File: src/rtl/vip_uart_agent.sv
// Bench/FPGA UART agent: TX and RX serialisers behind FIFOs, runtime bit divisor,
// optional parity, 1 or 2 stop bits and sticky receive error flags.

module vip_uart_fifo #(
   parameter int Width = 8,
   parameter int Depth = 8
) (
   input  logic             clk_i,
   input  logic             rst_i,
   input  logic             push_i,
   input  logic [Width-1:0] data_i,
   input  logic             pop_i,
   output logic [Width-1:0] data_o,
   output logic             not_empty_o,
   output logic             not_full_o
);
   localparam int AW = $clog2(Depth);
   localparam logic [AW:0] FullCount = (AW+1)'(Depth);

   logic [Width-1:0] mem_q [Depth];
   logic [AW-1:0]    wr_ptr_q, rd_ptr_q;
   logic [AW:0]      count_q, count_d;
   logic             not_empty_q, not_full_q;
   logic             do_push, do_pop;

   // A full FIFO still takes a push when the head leaves in the same cycle.
   assign do_pop  = pop_i & not_empty_q;
   assign do_push = push_i & (not_full_q | do_pop);

   always_comb begin
      count_d = count_q;
      if (do_push && !do_pop) begin
         count_d = count_q + 1'b1;
      end else if (do_pop && !do_push) begin
         count_d = count_q - 1'b1;
      end
   end

   always_ff @(posedge clk_i) begin
      if (rst_i) begin
         wr_ptr_q    <= '0;
         rd_ptr_q    <= '0;
         count_q     <= '0;
         not_empty_q <= 1'b0;
         not_full_q  <= 1'b1;
      end else begin
         if (do_push) wr_ptr_q <= wr_ptr_q + 1'b1;
         if (do_pop)  rd_ptr_q <= rd_ptr_q + 1'b1;
         count_q     <= count_d;
         not_empty_q <= (count_d != '0);
         not_full_q  <= (count_d != FullCount);
      end
   end

   always_ff @(posedge clk_i) begin
      if (do_push) mem_q[wr_ptr_q] <= data_i;
   end

   assign data_o      = mem_q[rd_ptr_q];
   assign not_empty_o = not_empty_q;
   assign not_full_o  = not_full_q;
endmodule

module vip_uart_agent #(
   parameter int DataBits    = 8,
   parameter int ClkDivW     = 16,
   parameter int TxFifoDepth = 8,
   parameter int RxFifoDepth = 8,
   parameter int ParityEn    = 0,
   parameter int ParityOdd   = 0,
   parameter int StopBits    = 1
) (
   input  logic                clk_i,
   input  logic                rst_i,
   input  logic [ClkDivW-1:0]  clk_div_i,
   input  logic [DataBits-1:0] tx_data_i,
   input  logic                tx_valid_i,
   output logic                tx_ready_o,
   output logic [DataBits-1:0] rx_data_o,
   output logic                rx_valid_o,
   input  logic                rx_ready_i,
   output logic                uart_tx_o,
   input  logic                uart_rx_i,
   output logic                tx_busy_o,
   input  logic                err_clear_i,
   output logic                rx_parity_err_o,
   output logic                rx_frame_err_o,
   output logic                rx_overflow_o
);
   // Streams: a word moves when valid and ready are both high at a rising edge;
   // tx_ready_o / rx_valid_o are registered FIFO flags, independent of same-cycle inputs.
   localparam int BW = $clog2(DataBits);
   localparam logic [BW-1:0] LastBit = BW'(DataBits - 1);
   localparam logic OddPar   = (ParityOdd != 0);
   localparam logic ParOn    = (ParityEn != 0);
   localparam logic LastStop = (StopBits == 2);

   typedef enum logic [2:0] {TX_IDLE, TX_START, TX_DATA, TX_PARITY, TX_STOP} tx_state_e;
   typedef enum logic [2:0] {RX_IDLE, RX_START, RX_DATA, RX_PARITY, RX_STOP, RX_WAIT_IDLE} rx_state_e;

   logic [ClkDivW-1:0] div_eff;
   assign div_eff = (clk_div_i == '0) ? ClkDivW'(1) : clk_div_i;

   tx_state_e          tx_state_q;
   logic [ClkDivW-1:0] tx_div_q, tx_cnt_q;
   logic [BW-1:0]      tx_bit_q;
   logic [DataBits-1:0] tx_shift_q, tx_head;
   logic               tx_par_q, tx_stop_q, tx_line_q;
   logic               tx_not_empty, tx_not_full, tx_push, tx_pop, tx_bit_done;

   assign tx_push     = tx_valid_i & tx_not_full;
   assign tx_bit_done = (tx_cnt_q >= tx_div_q);
   // Popping at the end of the last stop bit makes frames run back to back.
   assign tx_pop = tx_not_empty & ((tx_state_q == TX_IDLE) |
                   ((tx_state_q == TX_STOP) & tx_bit_done & (tx_stop_q == LastStop)));

   vip_uart_fifo #(.Width(DataBits), .Depth(TxFifoDepth)) u_tx_fifo (
      .clk_i(clk_i), .rst_i(rst_i), .push_i(tx_push), .data_i(tx_data_i), .pop_i(tx_pop),
      .data_o(tx_head), .not_empty_o(tx_not_empty), .not_full_o(tx_not_full)
   );

   always_ff @(posedge clk_i) begin
      if (rst_i) begin
         tx_state_q <= TX_IDLE;
         tx_line_q  <= 1'b1;
         tx_div_q   <= '0;
         tx_cnt_q   <= '0;
         tx_bit_q   <= '0;
         tx_shift_q <= '0;
         tx_par_q   <= 1'b0;
         tx_stop_q  <= 1'b0;
      end else if (tx_pop) begin
         tx_state_q <= TX_START;
         tx_line_q  <= 1'b0;
         tx_div_q   <= div_eff;
         tx_cnt_q   <= ClkDivW'(1);
         tx_shift_q <= tx_head;
         tx_par_q   <= (^tx_head) ^ OddPar;
      end else begin
         case (tx_state_q)
            TX_START: begin
               if (tx_bit_done) begin
                  tx_state_q <= TX_DATA;
                  tx_line_q  <= tx_shift_q[0];
                  tx_cnt_q   <= ClkDivW'(1);
                  tx_bit_q   <= '0;
               end else begin
                  tx_cnt_q <= tx_cnt_q + 1'b1;
               end
            end
            TX_DATA: begin
               if (tx_bit_done) begin
                  tx_cnt_q <= ClkDivW'(1);
                  if (tx_bit_q == LastBit) begin
                     tx_state_q <= ParOn ? TX_PARITY : TX_STOP;
                     tx_line_q  <= ParOn ? tx_par_q : 1'b1;
                     tx_stop_q  <= 1'b0;
                  end else begin
                     tx_bit_q   <= tx_bit_q + 1'b1;
                     tx_line_q  <= tx_shift_q[1];
                     tx_shift_q <= tx_shift_q >> 1;
                  end
               end else begin
                  tx_cnt_q <= tx_cnt_q + 1'b1;
               end
            end
            TX_PARITY: begin
               if (tx_bit_done) begin
                  tx_state_q <= TX_STOP;
                  tx_line_q  <= 1'b1;
                  tx_cnt_q   <= ClkDivW'(1);
               end else begin
                  tx_cnt_q <= tx_cnt_q + 1'b1;
               end
            end
            TX_STOP: begin
               if (tx_bit_done) begin
                  if (tx_stop_q == LastStop) begin
                     tx_state_q <= TX_IDLE;
                  end else begin
                     tx_stop_q <= 1'b1;
                     tx_cnt_q  <= ClkDivW'(1);
                  end
               end else begin
                  tx_cnt_q <= tx_cnt_q + 1'b1;
               end
            end
            default: tx_line_q <= 1'b1;
         endcase
      end
   end

   rx_state_e          rx_state_q;
   logic               rx_s1_q, rx_s2_q, rx_prev_q;
   logic [ClkDivW-1:0] rx_div_q, rx_cnt_q;
   logic [BW-1:0]      rx_bit_q;
   logic [DataBits-1:0] rx_shift_q;
   logic               rx_par_bit_q, rx_push_q, rx_par_evt_q, rx_frm_evt_q;
   logic               rx_fall, rx_bit_done, rx_half_done, rx_par_ok;
   logic               rx_not_empty, rx_not_full, rx_ovf_evt;
   logic               par_err_q, frm_err_q, ovf_q;

   assign rx_fall      = rx_prev_q & ~rx_s2_q;
   assign rx_bit_done  = (rx_cnt_q >= rx_div_q);
   assign rx_half_done = (rx_cnt_q >= (rx_div_q >> 1));
   assign rx_par_ok    = (((^rx_shift_q) ^ OddPar) == rx_par_bit_q);

   always_ff @(posedge clk_i) begin
      if (rst_i) begin
         rx_state_q   <= RX_IDLE;
         rx_s1_q      <= 1'b1;
         rx_s2_q      <= 1'b1;
         rx_prev_q    <= 1'b1;
         rx_div_q     <= '0;
         rx_cnt_q     <= '0;
         rx_bit_q     <= '0;
         rx_shift_q   <= '0;
         rx_par_bit_q <= 1'b0;
         rx_push_q    <= 1'b0;
         rx_par_evt_q <= 1'b0;
         rx_frm_evt_q <= 1'b0;
      end else begin
         rx_s1_q      <= uart_rx_i;
         rx_s2_q      <= rx_s1_q;
         rx_prev_q    <= rx_s2_q;
         rx_push_q    <= 1'b0;
         rx_par_evt_q <= 1'b0;
         rx_frm_evt_q <= 1'b0;
         case (rx_state_q)
            RX_IDLE: begin
               if (rx_fall) begin
                  rx_state_q <= RX_START;
                  rx_div_q   <= div_eff;
                  rx_cnt_q   <= ClkDivW'(1);
               end
            end
            RX_START: begin
               // A start bit that is high again at mid-bit was a glitch.
               if (rx_half_done) begin
                  rx_state_q <= rx_s2_q ? RX_IDLE : RX_DATA;
                  rx_cnt_q   <= ClkDivW'(1);
                  rx_bit_q   <= '0;
               end else begin
                  rx_cnt_q <= rx_cnt_q + 1'b1;
               end
            end
            RX_DATA: begin
               if (rx_bit_done) begin
                  rx_cnt_q   <= ClkDivW'(1);
                  rx_shift_q <= {rx_s2_q, rx_shift_q[DataBits-1:1]};
                  if (rx_bit_q == LastBit) begin
                     rx_state_q <= ParOn ? RX_PARITY : RX_STOP;
                  end else begin
                     rx_bit_q <= rx_bit_q + 1'b1;
                  end
               end else begin
                  rx_cnt_q <= rx_cnt_q + 1'b1;
               end
            end
            RX_PARITY: begin
               if (rx_bit_done) begin
                  rx_par_bit_q <= rx_s2_q;
                  rx_state_q   <= RX_STOP;
                  rx_cnt_q     <= ClkDivW'(1);
               end else begin
                  rx_cnt_q <= rx_cnt_q + 1'b1;
               end
            end
            RX_STOP: begin
               if (rx_bit_done) begin
                  if (!rx_s2_q) begin
                     rx_frm_evt_q <= 1'b1;
                     rx_state_q   <= RX_WAIT_IDLE;
                  end else begin
                     rx_state_q <= RX_IDLE;
                     if (ParOn && !rx_par_ok) rx_par_evt_q <= 1'b1;
                     else                     rx_push_q    <= 1'b1;
                  end
               end else begin
                  rx_cnt_q <= rx_cnt_q + 1'b1;
               end
            end
            RX_WAIT_IDLE: begin
               if (rx_s2_q) rx_state_q <= RX_IDLE;
            end
            default: rx_state_q <= RX_IDLE;
         endcase
      end
   end

   vip_uart_fifo #(.Width(DataBits), .Depth(RxFifoDepth)) u_rx_fifo (
      .clk_i(clk_i), .rst_i(rst_i), .push_i(rx_push_q), .data_i(rx_shift_q), .pop_i(rx_ready_i),
      .data_o(rx_data_o), .not_empty_o(rx_not_empty), .not_full_o(rx_not_full)
   );

   assign rx_ovf_evt = rx_push_q & ~rx_not_full & ~(rx_ready_i & rx_not_empty);

   // Set wins over err_clear_i when both land in the same cycle.
   always_ff @(posedge clk_i) begin
      if (rst_i) begin
         par_err_q <= 1'b0;
         frm_err_q <= 1'b0;
         ovf_q     <= 1'b0;
      end else begin
         par_err_q <= (par_err_q & ~err_clear_i) | rx_par_evt_q;
         frm_err_q <= (frm_err_q & ~err_clear_i) | rx_frm_evt_q;
         ovf_q     <= (ovf_q & ~err_clear_i) | rx_ovf_evt;
      end
   end

   assign tx_ready_o      = tx_not_full;
   assign rx_valid_o      = rx_not_empty;
   assign uart_tx_o       = tx_line_q;
   assign tx_busy_o       = tx_not_empty | (tx_state_q != TX_IDLE);
   assign rx_parity_err_o = par_err_q;
   assign rx_frame_err_o  = frm_err_q;
   assign rx_overflow_o   = ovf_q;
endmodule
File: config.mk
export PLATFORM = sky130hd
export DESIGN_NAME = vip_uart_agent
export DESIGN_NICKNAME = d
export VERILOG_FILES = /design/src/rtl/vip_uart_agent.sv
export SDC_FILE = /design/constraint.sdc
export NUM_CORES = 1
export LEC_CHECK = 0
export BUFFER_PORTS_ARGS = -buffer_cell sky130_fd_sc_hd__buf_2
export CORE_MARGIN = 4
export CORE_UTILIZATION = 40
export CTS_CLUSTER_DIAMETER = 120
export DETAILED_ROUTE_END_ITERATION = 8
export PLACE_DENSITY = 0.66
export SYNTH_ARGS = -nofsm -noshare
export SYNTH_HDL_FRONTEND = slang
export SYNTH_SLANG_ARGS = --single-unit
File: constraint.sdc
create_clock -name clk_i -period 6.4 [get_ports clk_i]
set_input_delay 0.64 -clock clk_i [delete_from_list [all_inputs] [get_ports clk_i]]
set_output_delay 0.64 -clock clk_i [all_outputs]
set_load 0.1 [all_outputs]
# == Word-level counts from Yosys, hierarchy flattened ==
# Memories as Yosys holds them, arrays and structs flattened. A register that Yosys moved wholly into a read port is not among the register bits.
# Index checks and enable logic that the tools add are counted.
# totals
ram_bits,128
latchBits,0
reg_bits,126
wordCells,223
input_bits,30
mem_count,2
romBits,0
# op_classes
n_mul,0
add_sub_neg,12
div_mod_pow,0
n_shift,0
eq_ne,39
n_reduce_logical,41
mux,66
bitwise_logic,28
order_cmp,3
# memory_table
name,depth,width,rd,rd_clocked_by_memory_dff,write_ports,line,rtl
u_rx_fifo.mem_q,8,8,1,1,1,20,logic [Width-1:0] mem_q [Depth];
u_tx_fifo.mem_q,8,8,1,1,1,20,
# op_table
op,n
16-bit 2-to-1 mux,8
3-bit 2-to-1 mux,24
16-bit one-hot mux with 4 select lines,1
"16-bit by 1-bit adder with 16-bit output, second input constant",2
16-bit >= comparator,2
8-bit 2-to-1 mux,4
"2-bit != test, second input constant",16
16-bit one-hot mux with 2 select lines,1
7-bit AND reduction,3
"3-bit by 1-bit adder with 3-bit output, second input constant",6
"3-bit by 2-bit != test with 1-bit output, second input constant",6
3-bit one-hot mux with 6 select lines,1
1-bit 2-to-1 mux,17
16-bit by 15-bit >= comparator with 1-bit output,1
16-bit zero test,1
4-bit 2-to-1 mux,4
4-bit nonzero test,4
"3-bit == test, second input constant",5
1-bit bitwise AND,14
"3-bit by 2-bit == test with 1-bit output, second input constant",4
3-bit one-hot mux with 2 select lines,2
3-bit one-hot mux with 4 select lines,1
2-bit nonzero test,6
5-bit AND reduction,2
22 further kinds,54

# == Longest topological paths before layout ==
# depth
word_depth,13
ltp_mapped,12
mapped_depth_nobuf,10

# == Hierarchy ==
# A second synthesis with hierarchy kept.
# unflattened
cells_unflattened,1030
hier_area_um2,11807.6
# modules_own_cells
module,instances,cells_each,seq_area_each_um2,area_each_um2
vip_uart_agent,1,682,2021.9,5534.1
vip_uart_fifo at u_rx_fifo,1,177,2222.1,3184.3
vip_uart_fifo at u_tx_fifo,1,171,2222.1,3089.2

# == Least setup slack after synthesis ==
# Ideal clock, no wire load.
# synth_path
kind,register to output
start,reg with a tool-made name
end,out rx_data_o[0]
arrival_time_ps,2259
required_time_ps,5760
path_buffers,2
setup_slack_ps,3501
path_stages_with_launch,5
path_cell_list,dfxtp_1 clkbuf_1 buf_1 mux4_2 mux2_2
# synth_lines
item,line,rtl
to (decl),79,"output logic [DataBits-1:0] rx_data_o,"

# == Worst setup path in the final report ==
# layout_path
start,reg tx_cnt_q[0]
end,"reg u_tx_fifo.not_empty_q, in the netlist u_tx_fifo.not_empty_o"
# layout_between
elab_chain_cells,13
elab_cells_between_ends,15
classes_between,order compare (1); mux (2); bitwise (7); reduce/logical (5)
# layout_rtl
item,line,rtl
from (decl),105,"logic [ClkDivW-1:0] tx_div_q, tx_cnt_q;"
from (signal assigned),136,tx_cnt_q <= ClkDivW'(1);
from (signal assigned),145,tx_cnt_q <= ClkDivW'(1);
from (signal assigned),148,tx_cnt_q <= tx_cnt_q + 1'b1;
16-bit >= comparator *,112,assign tx_bit_done = (tx_cnt_q >= tx_div_q);
1-bit bitwise AND * (2 in series),115,((tx_state_q == TX_STOP) & tx_bit_done & (tx_stop_q == LastStop)));
1-bit bitwise OR *,114,assign tx_pop = tx_not_empty & ((tx_state_q == TX_IDLE) |
1-bit bitwise AND *,114,
1-bit bitwise AND *,27,assign do_pop = pop_i & not_empty_q;
1-bit bitwise OR,28,assign do_push = push_i & (not_full_q | do_pop);
1-bit bitwise AND,28,
1-bit zero test,34,end else if (do_pop && !do_push) begin
1-bit logical AND,34,
4-bit 2-to-1 mux,34,
4-bit 2-to-1 mux *,32,if (do_push && !do_pop) begin
4-bit nonzero test *,50,not_empty_q <= (count_d != '0);
to (signal assigned),50,
to (decl),23,"logic not_empty_q, not_full_q;"
# Mark *: on every way between the ends. The rest lies on a longest branch, timed or not.
# A chain may end at the register's enable or synchronous reset.

==> impl_metrics.tcl <==
set metrics [dict create \
    gp_routability_congestion 0.848 \
    proportion_of_register_bits_with_asynchronous_set_or_reset_after_synthesis 0 \
    h_tree_depth 1 \
    chipWidth_um 179 \
    holdCritPathClass "input port to register" \
    synth_nets 1107 \
    worst_ep_arrival_time_ns 4.00 \
    first_pass_grt_wire_length_um 38500 \
    layout-drive-gt1-share 0.153 \
    vias 7648 \
    final_antenna_net_count 0 \
    die_area_um2 32000 \
    fp-row-count 62 \
    crit_path_end_kind "register" \
    synth.lib_cells_used.distinct 65 \
    worstPathCellList "inv_1, ha_1, nand2b_1, a2111o_1, a311oi_2, o21a_1, a21o_1, nand4_1, o311ai_0, a31oi_1" \
    cp_data_required_time_ns 6.80 \
    cp.depth 10 \
    setup.worst_path.start "tx_cnt_q[0]" \
    cts.repair.resized 0 \
    1st_iter_drt_viols 637 \
    grt_max_degree 65 \
    final_cell_area_um2 13300 \
    initial_utilization 0.406 \
    detailed_place_hpwl_um 15300 \
    placed_area_um2 12300 \
    setup-violations-final 0 \
    syn_area_per_cell_um2 11.5 \
    grt_util_all_layers 0.146 \
    portBuffers 44 \
    period_share 0.563 \
    insertedDiodeCount 0 \
    maxSlewHeadroom 0.322 \
    clock.fmax_ghz 0.278 \
    dominantRegCellSynth "dfxtp_1" \
    flip_flop_and_latch_count_after_synthesis 259 \
    hold_path_cells 2 \
    setup.worst_path.start_class "register" \
    dieHeight_um 179 \
    globalRoute.busiestLayer "met2" \
    clk_pin_slew_worst_paths_ns 0.07 \
    final_max_slew_viol_count 0 \
    ioPinCount 45 \
    placeableCoreArea_um2 28700 \
    fin_nets 1148 \
    cts_setup_buffers 0 \
    detail_route.first_pass.iterations 5 \
    power.ir.vdd_worst_mv 0.269 \
    root_buffer "clkbuf_16" \
    cts-buffers-inserted 28 \
    cts_buffer_depth 3 \
    grt.met3_usage 0.0213 \
    drc_errors 0 \
    rsz_0062_raised_after_global_routing "false" \
    globalRouteOverflowTotal 0 \
    part_of_the_yosys_area_used_for_sequential_elements 0.554 \
    status "complete, no violations" \
    power.density_cell_area_nw_per_um2 354 \
    most_common_library_cell_in_the_layout_ignoring_fill_and_taps "dfxtp_1" \
    insertion_delay_to_the_later_sink_of_the_worst_skew_pair_ns 0.54 \
    tritoncts_num_sinks 259 \
    finalHoldViolations 0 \
    area_delta_synth_final_pct 13.7 \
    detail_route.vias_per_cell 5.23 \
    synthesis.yosys.warnings 0 \
    critical_path.n_buffers_inverters 1 \
    power_leakage_nw 4.61 \
    post_synth_inst_count 1016 \
    worstSetupPathType "register to register" \
    fin_worst_skew_ns 0.0157 \
    tritoncts "yes" \
    final.fill_count 2562 \
    wirelength_um 22700 \
    worstRegToRegCells 10 \
    timing.final.crit_period_ns 3.60 \
    rr_startpoint "tx_cnt_q[0]" \
    grt_util_met2 0.255 \
    layout.cells.most_common_list "dfxtp_1 (131), edfxtp_1 (128), nand2_1 (114)" \
    max-cap-violations 0 \
    synth_area_um2 11700 \
    worst_path_max_delay_cell "a21o_1" \
    critical_path.max_stage_delay_ns 0.87 \
    grt_use_met1 0.191 \
    grt_pass1_vias 7654 \
    crit_family "compound AO/OA/AOI/OAI gates" \
    antenna_found_initial 0 \
    wl_per_cell_um 15.5 \
    edff_count_synth 128 \
    worst_pin_slew_ns 1.02 \
    post_cts_hold_buffer_count 0 \
    worstHoldStart "uart_rx_i" \
    path_max_fanout 32 \
    setup_tns_ns 0 \
]
final cells by class:
class | instances | area, µm² | area share
clock inverters | 21 | 254 | 0.0191
well taps | 384 | 480 | 0.0362
clock buffers | 31 | 743 | 0.0560
flip-flops and latches | 259 | 6470 | 0.487
multi-input cells | 658 | 4800 | 0.362
inverters | 51 | 191 | 0.0144
repair buffers | 59 | 335 | 0.0253
path summary, 6_finish.rpt:
| check | slack [ns] | endpoint |
|---|---|---|
| min reg2reg | 0.43 | rx_s2_q |
| max reg2reg | 2.80 | u_tx_fifo.not_empty_o |
| min | 0.30 | rx_s1_q |
| max | 2.80 | u_tx_fifo.not_empty_o |
cells by family after synthesis:
logic type,share of synthesized area
xor gates and xnor gates,0.0188
AOI/OAI and AO/OA,0.104
buffers and inverters,0.0345
muxes,0.0897
adders and majority gates,0.0654
and+or+nand+nor,0.134
DFF,0.554
worst register-to-register path, stage by stage, from the launching register on:
cell      delay, ns
dfxtp_1        0.45
inv_1          0.08
ha_1           0.26
nand2b_1       0.14
a2111o_1       0.42
a311oi_2       0.33
o21a_1         0.44
a21o_1         0.87
nand4_1        0.17
o311ai_0       0.17
a31oi_1        0.14
stage by stage:
stage	util	setup WS [ns]	power [mW]	hold slack, ns	cells
detailed placement	0.428	2.79	3.04	0.405	1411
CTS	0.462	2.79	4.76	0.272	1463
floorplan	-	3.50	2.83	0.389	1016
global route	0.462	2.48	4.96	0.294	1463
finish	0.462	2.80	4.70	0.297	1463
global placement	0.428	2.91	3.01	0.398	1411
routing by layer:
layer	wire length [µm]	vias up
met4	491	0
met2	11100	131
met5	0	-
met3	829	39
met1	10300	3670
li1	-	3808
power by group:
| group | leakage [nW] | total [mW] | switching [mW] | internal (mW) |
|---|---|---|---|---|
| logic | 1.90 | 1.03 | 0.638 | 0.390 |
| registers | 2.24 | 1.96 | 0.105 | 1.86 |
| clock network | 0.474 | 1.71 | 0.665 | 1.04 |
registers in the layout, summed over array words and instances (netlist names), 4 cells and up, named ones only:
signal             count
tx_cnt_q              16
u_rx_fifo.count_q      4
u_tx_fifo.count_q      4
tx_div_q              16
u_rx_fifo.mem_q       64
rx_shift_q             8
u_tx_fifo.mem_q       64
rx_cnt_q              16
tx_shift_q             8
rx_div_q              16
Yosys cell counts (10+ instances only):
master,number,area [µm²]
mux2i_1,22,220
xnor2_1,19,166
ha_1,61,763
mux4_2,32,721
and3_1,14,87.6
nand2b_1,23,144
a31oi_1,29,181
nand2_1,114,428
o21ai_0,26,130
buf_2,10,50.1
a21oi_1,64,320
a211oi_1,24,180
nor2b_1,10,62.6
inv_1,50,188
edfxtp_1,128,3840
nand3_1,11,55.1
nor2_1,75,282
nand4_1,12,75.1
clkbuf_1,27,101
dfxtp_1,131,2620
nor3_1,22,110
No activity file was read; power rests on OpenSTA's default activity.
